--- src/rtl/clk_div_ctrl.sv ---
`default_nettype none
// ============================================================================
// Module      : clk_div_ctrl
// Description : Programmable integer clock-divider controller. Produces a
//               registered divided clock (clkout) and a one-cycle rising-edge
//               pulse (tick) from clkin. Start, stop and divisor changes are
//               sequenced so that every clkout period is complete.
//               Optional macro CLKDIV_CTRL_EDGE_CNT_EN builds a 16-bit tick
//               counter on edge_cnt; otherwise edge_cnt is tied to 0.
// Ports       : clkin      - system clock, all logic on rising edge
//               rst        - synchronous active-high reset
//               en         - run level; 0 stops after the current period
//               cfg_valid  - divisor offered
//               cfg_div    - offered divisor N
//               cfg_ready  - divisor can be accepted this cycle
//               cfg_err    - one-cycle pulse: accepted divisor < 2 discarded
//               clkout     - registered divided clock
//               tick       - registered pulse in the cycle clkout rises
//               busy       - 1 in RUN, PEND, STOP
//               edge_cnt   - count of tick pulses (optional feature)
// Revision    : 1.0 - initial release
// ============================================================================
module clk_div_ctrl #(
  parameter int DIV_W       = 8,
  parameter int DEFAULT_DIV = 2
) (
  input  logic             clkin,
  input  logic             rst,
  input  logic             en,
  input  logic             cfg_valid,
  input  logic [DIV_W-1:0] cfg_div,
  output logic             cfg_ready,
  output logic             cfg_err,
  output logic             clkout,
  output logic             tick,
  output logic             busy,
  output logic [15:0]      edge_cnt
);

  localparam logic [DIV_W-1:0] c_MIN_DIV = DIV_W'(2);
  localparam logic [DIV_W-1:0] c_RST_DIV = DIV_W'(DEFAULT_DIV);

  typedef enum logic [1:0] {
    S_IDLE = 2'd0,
    S_RUN  = 2'd1,
    S_PEND = 2'd2,
    S_STOP = 2'd3
  } state_t;

  state_t           state_q, state_d;
  logic [DIV_W-1:0] div_q, div_d;
  logic [DIV_W-1:0] cnt_q, cnt_d;
  logic [DIV_W-1:0] pend_q, pend_d;
  logic             pend_vld_q, pend_vld_d;
  logic             clkout_q, clkout_d;
  logic             tick_q, tick_d;
  logic             cfg_err_q, cfg_err_d;

  logic             w_xfer;
  logic             w_good;
  logic             w_last;
  logic [DIV_W-1:0] w_cnt_inc;

  assign cfg_ready = (state_q == S_IDLE) || (state_q == S_RUN);
  assign busy      = (state_q != S_IDLE);
  assign clkout    = clkout_q;
  assign tick      = tick_q;
  assign cfg_err   = cfg_err_q;

  assign w_xfer    = cfg_valid && cfg_ready;
  assign w_good    = w_xfer && (cfg_div >= c_MIN_DIV);
  assign w_last    = (cnt_q == (div_q - 1'b1));
  assign w_cnt_inc = cnt_q + 1'b1;

  always_comb begin
    state_d    = state_q;
    div_d      = div_q;
    cnt_d      = cnt_q;
    pend_d     = pend_q;
    pend_vld_d = pend_vld_q;
    tick_d     = 1'b0;
    cfg_err_d  = w_xfer && (cfg_div < c_MIN_DIV);

    case (state_q)
      S_IDLE: begin
        cnt_d      = '0;
        pend_vld_d = 1'b0;
        // A divisor accepted on the same edge as en governs the first period.
        if (w_good) div_d = cfg_div;
        if (en) begin
          state_d = S_RUN;
          tick_d  = 1'b1;
        end
      end

      S_RUN: begin
        cnt_d = w_last ? '0 : w_cnt_inc;
        if (!en) begin
          if (w_last) begin
            // Period ends on this very edge: finish straight into IDLE
            // rather than starting a period that would have no tick.
            state_d = S_IDLE;
            if (w_good) div_d = cfg_div;
          end else begin
            state_d = S_STOP;
            if (w_good) begin
              pend_d     = cfg_div;
              pend_vld_d = 1'b1;
            end
          end
        end else begin
          if (w_last) tick_d = 1'b1;
          if (w_good) begin
            // New divisor waits for the next boundary, even if this edge wraps.
            pend_d     = cfg_div;
            pend_vld_d = 1'b1;
            state_d    = S_PEND;
          end
        end
      end

      S_PEND: begin
        cnt_d = w_last ? '0 : w_cnt_inc;
        if (w_last) begin
          div_d      = pend_q;
          pend_vld_d = 1'b0;
          if (en) begin
            state_d = S_RUN;
            tick_d  = 1'b1;
          end else begin
            state_d = S_IDLE;
          end
        end else if (!en) begin
          state_d = S_STOP;
        end
      end

      S_STOP: begin
        cnt_d = w_last ? '0 : w_cnt_inc;
        if (w_last) begin
          if (pend_vld_q) div_d = pend_q;
          pend_vld_d = 1'b0;
          state_d    = S_IDLE;
        end
      end

      default: begin
        state_d = S_IDLE;
        cnt_d   = '0;
      end
    endcase

    clkout_d = (state_d != S_IDLE) && (cnt_d < (div_d >> 1));
  end

  always_ff @(posedge clkin) begin
    if (rst) begin
      state_q    <= S_IDLE;
      div_q      <= c_RST_DIV;
      cnt_q      <= '0;
      pend_q     <= '0;
      pend_vld_q <= 1'b0;
      clkout_q   <= 1'b0;
      tick_q     <= 1'b0;
      cfg_err_q  <= 1'b0;
    end else begin
      state_q    <= state_d;
      div_q      <= div_d;
      cnt_q      <= cnt_d;
      pend_q     <= pend_d;
      pend_vld_q <= pend_vld_d;
      clkout_q   <= clkout_d;
      tick_q     <= tick_d;
      cfg_err_q  <= cfg_err_d;
    end
  end

`ifdef CLKDIV_CTRL_EDGE_CNT_EN
  logic [15:0] edge_cnt_q;

  // Counts on tick_d so edge_cnt steps on the same edge tick rises.
  always_ff @(posedge clkin) begin
    if (rst) begin
      edge_cnt_q <= '0;
    end else if (tick_d) begin
      edge_cnt_q <= edge_cnt_q + 16'd1;
    end
  end

  assign edge_cnt = edge_cnt_q;
`else
  assign edge_cnt = '0;
`endif

endmodule
`default_nettype wire

--- config.mk ---
export PLATFORM = sky130hd
export DESIGN_NAME = clk_div_ctrl
export DESIGN_NICKNAME = d
export VERILOG_FILES = /design/src/rtl/clk_div_ctrl.sv
export SDC_FILE = /design/constraint.sdc
export NUM_CORES = 1
export LEC_CHECK = 0
export CELL_PAD_IN_SITES_DETAIL_PLACEMENT = 0
export CELL_PAD_IN_SITES_GLOBAL_PLACEMENT = 2
export CORE_MARGIN = 5
export CORE_UTILIZATION = 29
export CTS_BUF_LIST = sky130_fd_sc_hd__clkbuf_8
export DETAILED_ROUTE_END_ITERATION = 12
export PLACE_DENSITY_LB_ADDON = 0.1
export RECOVER_POWER = 100
export SYNTH_ARGS = -nofsm -noshare
export SYNTH_HDL_FRONTEND = slang
export SYNTH_SLANG_ARGS = --single-unit
export TNS_END_PERCENT = 100
--- constraint.sdc ---
create_clock -name clkin -period 3 [get_ports clkin]
set_input_delay 0.6 -clock clkin [delete_from_list [all_inputs] [get_ports clkin]]
set_output_delay 0.6 -clock clkin [all_outputs]
set_load 0.05 [all_outputs]
==> flow_metrics.py, run 1 <==
metrics = {
    "die": {
        "die_h_um": 94.6,
        "initial_core_util_pct": 30.2,
        "ios": 33,
        "core_mm2": 0.00687,
        "rows": 30,
        "die_x_um": 94.6,
        "die_area_mm2": 0.00895,
    },
    "timing": {
        "min_period_ns": 3.10,
        "fmax_mhz": 323,
        "maxSlewHeadroom_pct": 59.7,
        "min_period_over_period_pct": 103,
        "holdWs_ns": 0.512,
        "fin_skew_ns": 0.00637,
        "hold_viol_final": 0,
        "slew_violations": 0,
        "fin_ws_ns": -0.0969,
        "rsz0062_at_grt": "yes",
        "setup_viol": 1,
        "max_slew.worst_pin.slew_ns": 0.589,
    },
    "route": {
        "dr_total_vias": 2005,
        "drtPass1Iterations": 4,
        "wl_per_cell_um": 14.0,
        "drc": 0,
        "wl_um": 6010,
        "vias_per_cell": 4.67,
        "first_iter_violations": 70,
        "detail-route-antenna-nets": 0,
    },
    "critical_path": {
        "start_kind": "register",
        "r2r-start": "div_q[0]",
        "path_class": "reg -> reg",
        "r2r_slack_ns": -0.1,
        "r2r_end": "clkout",
        "critical_path_arrival_ns": 3.31,
        "cp.required_ns": 3.21,
        "cp-end-kind": "register",
        "worstPathMaxFanout": 4,
        "reg2regPathDepth": 17,
    },
    "yosys": {
        "syn_area_per_cell_um2": 8.01,
        "ys_ff_latch": 30,
        "synth.area.mux_share_pct": 3.86,
        "yosys-top-cells-count": "nor2_1, dfxtp_1, buf_4",
        "synthTopCellsByArea": "dfxtp_1, ha_1, nor2_1",
        "synth_simple_gate_area_share_pct": 22.7,
        "synthXorXnorAreaFrac_pct": 6.33,
        "netlist_area_mm2": 0.00208,
        "synth-compound-area-share_pct": 21.2,
        "netlist.area_leader.share_pct": 28.9,
        "async_reset_ff_share_pct": 0,
        "yosysMostFrequentCell": "nor2_1",
        "synth_top_family_by_area": "simple AND/OR/NAND/NOR gates",
        "synth_adder_area_share_pct": 7.23,
        "synth_top_area_cell": "dfxtp_1",
        "yosysWarnings": 0,
        "synth-edff-count": 0,
        "synthCells": 259,
        "synthDistinctLibCells": 52,
        "ys_dominant_reg_cell": "dfxtp_1",
        "ys_seq_area_share_pct": 28.9,
    },
    "clocking": {
        "hold_buffers": 0,
        "cts_num_sinks": 30,
        "htreeDepth": 2,
        "path_clk_slew_ns": 0.07,
        "cts_buffers": 5,
        "post_cts_buffers": 0,
        "cts-root-buf": "clkbuf_8",
        "cts_tree": "done",
        "clk_latency_ns": 0.28,
        "cts.path.max_buffers": 2,
    },
    "layout": {
        "final_util_pct": 42.4,
        "syn_to_final_growth_pct": 40.2,
        "diodes": 0,
        "drive_above_1_share_pct": 27.0,
        "fin_nets": 356,
    },
    "global_route": {
        "grt_pass1_vias": 2010,
        "antenna_found_initial": 0,
        "overflow": 0,
        "grt_max_degree": 17,
        "grt_pass1_wl_um": 9780,
        "grtUsageTotal_pct": 14.3,
    },
    "place": {
        "dp_hpwl_um": 4980,
        "io_buffer_count": 16,
        "gp_congestion": 0.801,
    },
    "pwr": {
        "p_int_w": 0.00133,
        "power_density_mw_per_mm2": 823,
        "switching_share_pct": 44.6,
        "p_sw_w": 0.00107,
        "clock_power_share_pct": 14.6,
        "comb_power_share_pct": 63.0,
        "pwr-share-seq_pct": 22.4,
        "ir_worst_vdd_mv": 0.235,
        "power.leakage_nw": 1.16,
    },
    "worst_hold_path": {
        "hold_end": "div_q[1]",
        "hold_path_depth": 2,
        "hold_path_class": "reg -> reg",
        "min_from": "pend_q[1]",
    },
    "status": {
        "failed_checks": "negative setup slack",
        "status": "finished with violations",
    },
    "job": {
        "max_cap_viol_count": 0,
    },
}
[worst max-delay path by stage]
stage               start     end  slack (ns)  cells after the start
4_1_cts          div_q[0]  clkout       -0.15                     17
5_1_grt          div_q[0]  clkout       -0.28                     17
2_1_floorplan    div_q[0]  clkout       -0.04                     16
3_3_place_gp   cfg_div[4]  clkout       -0.25                     13
6_report         div_q[0]  clkout        -0.1                     17
3_5_place_dp   cfg_div[4]  clkout       -0.32                     13
[state kept, by name, summed over array words and instances, names as in the netlist]
signal      flops
cnt_q           8
pend_vld_q      1
div_q           8
tick            1
clkout          1
cfg_err         1
state_q         2
pend_q          8
[power by group through the flow]
stage	clock (W)	sequential [W]	combinational [W]
CTS	0.000362	0.000533	0.00152
global placement	0	0.000540	0.00146
floorplan	0	0.000551	0.000852
finish	0.000351	0.000536	0.00151
detailed placement	0	0.000539	0.00146
global route	0.000374	0.000545	0.00165
[stage by stage]
stage,power (W),setup TNS (ns),area [um^2],setup slack (ns),instances
final,0.00240,-0.0969,2910,-0.0969,429
after global routing,0.00257,-0.282,2910,-0.282,429
after CTS,0.00241,-0.154,2890,-0.154,429
after detailed placement,0.00199,-0.323,2750,-0.323,421
after global placement,0.00200,-0.248,2750,-0.248,421
after floorplan,0.00140,-0.0404,2180,-0.0404,274
[timing repair]
| item | CTS | global route |
|---|---|---|
| pin swaps | 4 | 4 |
| resized for setup | 8 | 7 |
| setup endpoints to repair | 1 | 1 |
[placed cells by master (no fill, tap or decap), types with 2 or more instances in the layout]
| cell | synthesis | routed |
|---|---|---|
| ha_1 | 12 | 11 |
| a21boi_2 | 0 | 2 |
| dlygate4sd3_1 | 0 | 3 |
| clkbuf_1 | 7 | 3 |
| nor3_1 | 14 | 14 |
| buf_4 | 16 | 55 |
| o31ai_1 | 2 | 2 |
| nor4_4 | 1 | 2 |
| nand3_1 | 4 | 4 |
| xnor2_1 | 13 | 13 |
| a211oi_1 | 4 | 4 |
| a21oi_1 | 11 | 11 |
| o21ai_0 | 8 | 9 |
| nor2_1 | 36 | 35 |
| conb_1 | 1 | 16 |
| nor2b_1 | 3 | 2 |
| nand2b_1 | 7 | 7 |
| a31oi_1 | 5 | 3 |
| dfxtp_1 | 30 | 28 |
| mux2i_1 | 8 | 8 |
| clkdlybuf4s50_1 | 0 | 12 |
| a22oi_1 | 6 | 5 |
| nand2_2 | 1 | 2 |
| nand2_1 | 10 | 9 |
| a31oi_4 | 0 | 2 |
| o22ai_1 | 8 | 7 |
| clkbuf_8 | 0 | 6 |
| nor4_1 | 4 | 4 |
| xor2_1 | 2 | 2 |
| a21boi_1 | 2 | 2 |
| inv_1 | 13 | 12 |
[cell families after synthesis]
family                   Yosys count
XOR/XNOR                          15
other                              1
multiplexers                       8
AND/OR/NAND/NOR                   91
flip-flops                        30
adder cells (fa/ha/maj)           12
AO/OA/AOI/OAI                     65
buffers and inverters             37
[area by class of cell]
| class | instances | area, um^2 |
|---|---|---|
| Fill cell | 730 | 3960 |
| Sequential cell | 30 | 606 |
| Multi-Input combinational cell | 207 | 1430 |
| Inverter | 13 | 51.3 |
| Timing Repair Buffer | 75 | 606 |
| Clock buffer | 6 | 82.6 |
| Tap cell | 96 | 120 |
| Clock inverter | 2 | 12.5 |
[worst max-delay path: stages, from the launching register on]
cell and delay, ns:
dfxtp_4 0.38, inv_4 0.05, ha_4 0.16, or3_4 0.37, a31oi_4 0.17, and3_4 0.25
a22oi_2 0.10, nor2_2 0.18, o22ai_2 0.11, buf_6 0.15, a21boi_2 0.13, ha_1 0.25
a21oi_1 0.13, o22ai_1 0.10, nor3_1 0.14, o21a_1 0.16, o31ai_1 0.06, a21oi_1 0.14
[metal layers]
layer	GRT usage, %	up-vias	part of all wire, %
li1	-	1042	-
met1	19.8	920	50
met2	22.4	37	45
met3	2.63	6	3.9
met4	3.97	0	1.1
met5	0	-	0
Note: power is estimated with default switching activity, not from simulation.
==> run 2: changes to the inputs <==
CTS_CLUSTER_DIAMETER = 100   (was default)
TNS_END_PERCENT = 50   (was 100)
==> results of run 2 <==
The final DEF is identical to that of run 1; final timing and power are the same.
==> run 3: changes to the inputs <==
CORE_ASPECT_RATIO = 0.6   (was default)
GPL_TIMING_DRIVEN = 1   (was default)
==> flow_metrics.py, run 3 (synthesized netlist as in run 1, its figures left out) <==
metrics = {
    "job": {
        "max_cap_viol_count": 0,
    },
    "global_route": {
        "overflow": 0,
        "grt_pass1_wl_um": 10500,
        "grtUsageTotal_pct": 15.2,
        "grt_max_degree": 21,
        "antenna_found_initial": 0,
        "grt_pass1_vias": 1971,
    },
    "critical_path": {
        "r2r_end": "clkout",
        "cp-end-kind": "register",
        "path_class": "reg -> reg",
        "r2r-start": "div_q[0]",
        "reg2regPathDepth": 16,
        "start_kind": "register",
        "endpoint": "clkout",
        "r2r_slack_ns": -0.06,
        "critical_path_arrival_ns": 3.27,
        "worstPathMaxFanout": 5,
        "cp.required_ns": 3.22,
        "startpoint": "div_q[0]",
    },
    "pwr": {
        "switching_share_pct": 44.7,
        "comb_power_share_pct": 65.6,
        "power.leakage_nw": 1.20,
        "p_int_w": 0.00135,
        "p_sw_w": 0.00109,
        "power_density_mw_per_mm2": 822,
        "clock_power_share_pct": 12.3,
        "ir_worst_vdd_mv": 0.229,
        "pwr-share-seq_pct": 22.2,
        "power_w": 0.00244,
    },
    "route": {
        "detail-route-antenna-nets": 0,
        "dr_total_vias": 2024,
        "wl_per_cell_um": 15.1,
        "vias_per_cell": 4.78,
        "first_iter_violations": 104,
        "drc": 0,
        "drtPass1Iterations": 4,
        "wl_um": 6380,
    },
    "timing": {
        "min_period_ns": 3.06,
        "hold_viol_final": 0,
        "slew_violations": 0,
        "fin_ws_ns": -0.0569,
        "rsz0062_at_grt": "yes",
        "setup_viol": 1,
        "min_period_over_period_pct": 102,
        "fin_tns_setup_ns": -0.0569,
        "fmax_mhz": 327,
        "max_slew.worst_pin.slew_ns": 0.530,
        "maxSlewHeadroom_pct": 63.7,
        "fin_skew_ns": 0.00568,
        "holdWs_ns": 0.508,
    },
    "layout": {
        "finalInstanceArea_mm2": 0.00297,
        "diodes": 0,
        "drive_above_1_share_pct": 31.0,
        "layout_commonest_cell": "buf_4",
        "fin_nets": 360,
        "top_regs": "cnt_q (8), div_q (8), pend_q (8)",
        "fill_cells": 724,
        "final_cell_mix": "buf_4, nor2_1, dfxtp_1",
        "syn_to_final_growth_pct": 42.9,
    },
    "die": {
        "initial_core_util_pct": 30.4,
        "ios": 33,
        "die_area_mm2": 0.00901,
        "die_h_um": 75.5,
        "core_mm2": 0.00682,
        "die_x_um": 119,
        "rows": 23,
    },
    "clocking": {
        "cts.path.max_buffers": 2,
        "cts-root-buf": "clkbuf_8",
        "cts_buffers": 5,
        "cts_num_sinks": 30,
        "hold_buffers": 0,
        "path_clk_slew_ns": 0.07,
        "htreeDepth": 2,
        "cts_tree": "done",
        "clk_latency_ns": 0.28,
    },
    "worst_hold_path": {
        "hold_path_class": "reg -> reg",
        "hold_path_depth": 2,
    },
    "status": {
        "status": "finished with violations",
        "failed_checks": "negative setup slack",
    },
    "place": {
        "placed_cell_area_mm2": 0.00275,
        "dp_hpwl_um": 5260,
        "gp_congestion": 0.878,
        "io_buffer_count": 16,
    },
}
==> run 3: cell types whose count changed in the layout (fill, tap and decap cells not counted), sizes merged <==
| cell | delta |
|---|---|
| clkbuf | -2 |
| dlymetal6s2s | +1 |
| clkinv | -1 |
| inv | +2 |
| clkinvlp | -1 |
| buf | +5 |
| clkdlybuf4s50 | -1 |
==> run 3: area by class of cell <==
type | instances | area (um^2) | area share (%)
tap | 87 | 109 | 3.67
timing repair buffer | 79 | 649 | 21.9
inverter | 13 | 51.3 | 1.73
clock buffer | 5 | 68.8 | 2.32
sequential | 30 | 608 | 20.5
multi-input combinational | 207 | 1470 | 49.6
clock inverter | 2 | 7.51 | 0.253
==> run 3: worst min path at each step <==
stage | from | slack (ns) | to
3_5_place_dp | pend_q[6] | 0.49 | pend_q[6]
4_1_cts | pend_q[6] | 0.50 | pend_q[6]
3_3_place_gp | pend_q[6] | 0.48 | pend_q[6]
6_report | pend_q[1] | 0.51 | div_q[1]
5_1_grt | pend_q[5] | 0.53 | pend_q[5]
2_1_floorplan | pend_q[1] | 0.46 | div_q[1]
==> run 3: power groups by stage <==
stage,logic (W),registers [W],clock network [W]
6_report,0.00160,0.000540,0.000299
5_1_grt,0.00174,0.000550,0.000330
4_1_cts,0.00155,0.000535,0.000306
3_5_place_dp,0.00147,0.000539,0
3_3_place_gp,0.00147,0.000541,0
2_1_floorplan,0.000852,0.000551,0
==> run 3: what timing repair did <==
item	4_1_cts	5_1_grt
resized for setup	16	15
setup buffers	1	2
setup endpoints to repair	1	2
pin swaps	9	13
==> run 3: per-layer routing <==
metal / global-route usage [%] / routed length (um) / vias to the layer above
li1: - / - / 1054
met1: 23.9 / 3660 / 921
met2: 21.0 / 2390 / 47
met3: 2.60 / 296 / 2
met4: 3.47 / 31 / 0
met5: 0 / 0 / -
==> run 3: metrics by stage <==
step           cells  utilization [%]  worst slack, ns
3_5_place_dp     413             40.3           -0.230
3_3_place_gp     413             40.3           -0.229
6_report         423             43.5          -0.0569
4_1_cts          421             42.5          -0.0972
5_1_grt          423             43.5           -0.264
2_1_floorplan    274                -          -0.0404
==> run 3: worst max-delay path, cell delays in order (launching register included) <==
cell and delay [ns]:
dfxtp_4 0.38, inv_4 0.05, ha_4 0.17, or3_4 0.38, a31oi_4 0.17, and3_4 0.24
a31oi_4 0.14, nor2b_4 0.21, a22oi_2 0.08, a21boi_2 0.16, ha_1 0.30, a21oi_2 0.13
o22ai_1 0.09, nor3_1 0.18, o21a_1 0.14, o31ai_1 0.06, a21oi_1 0.11
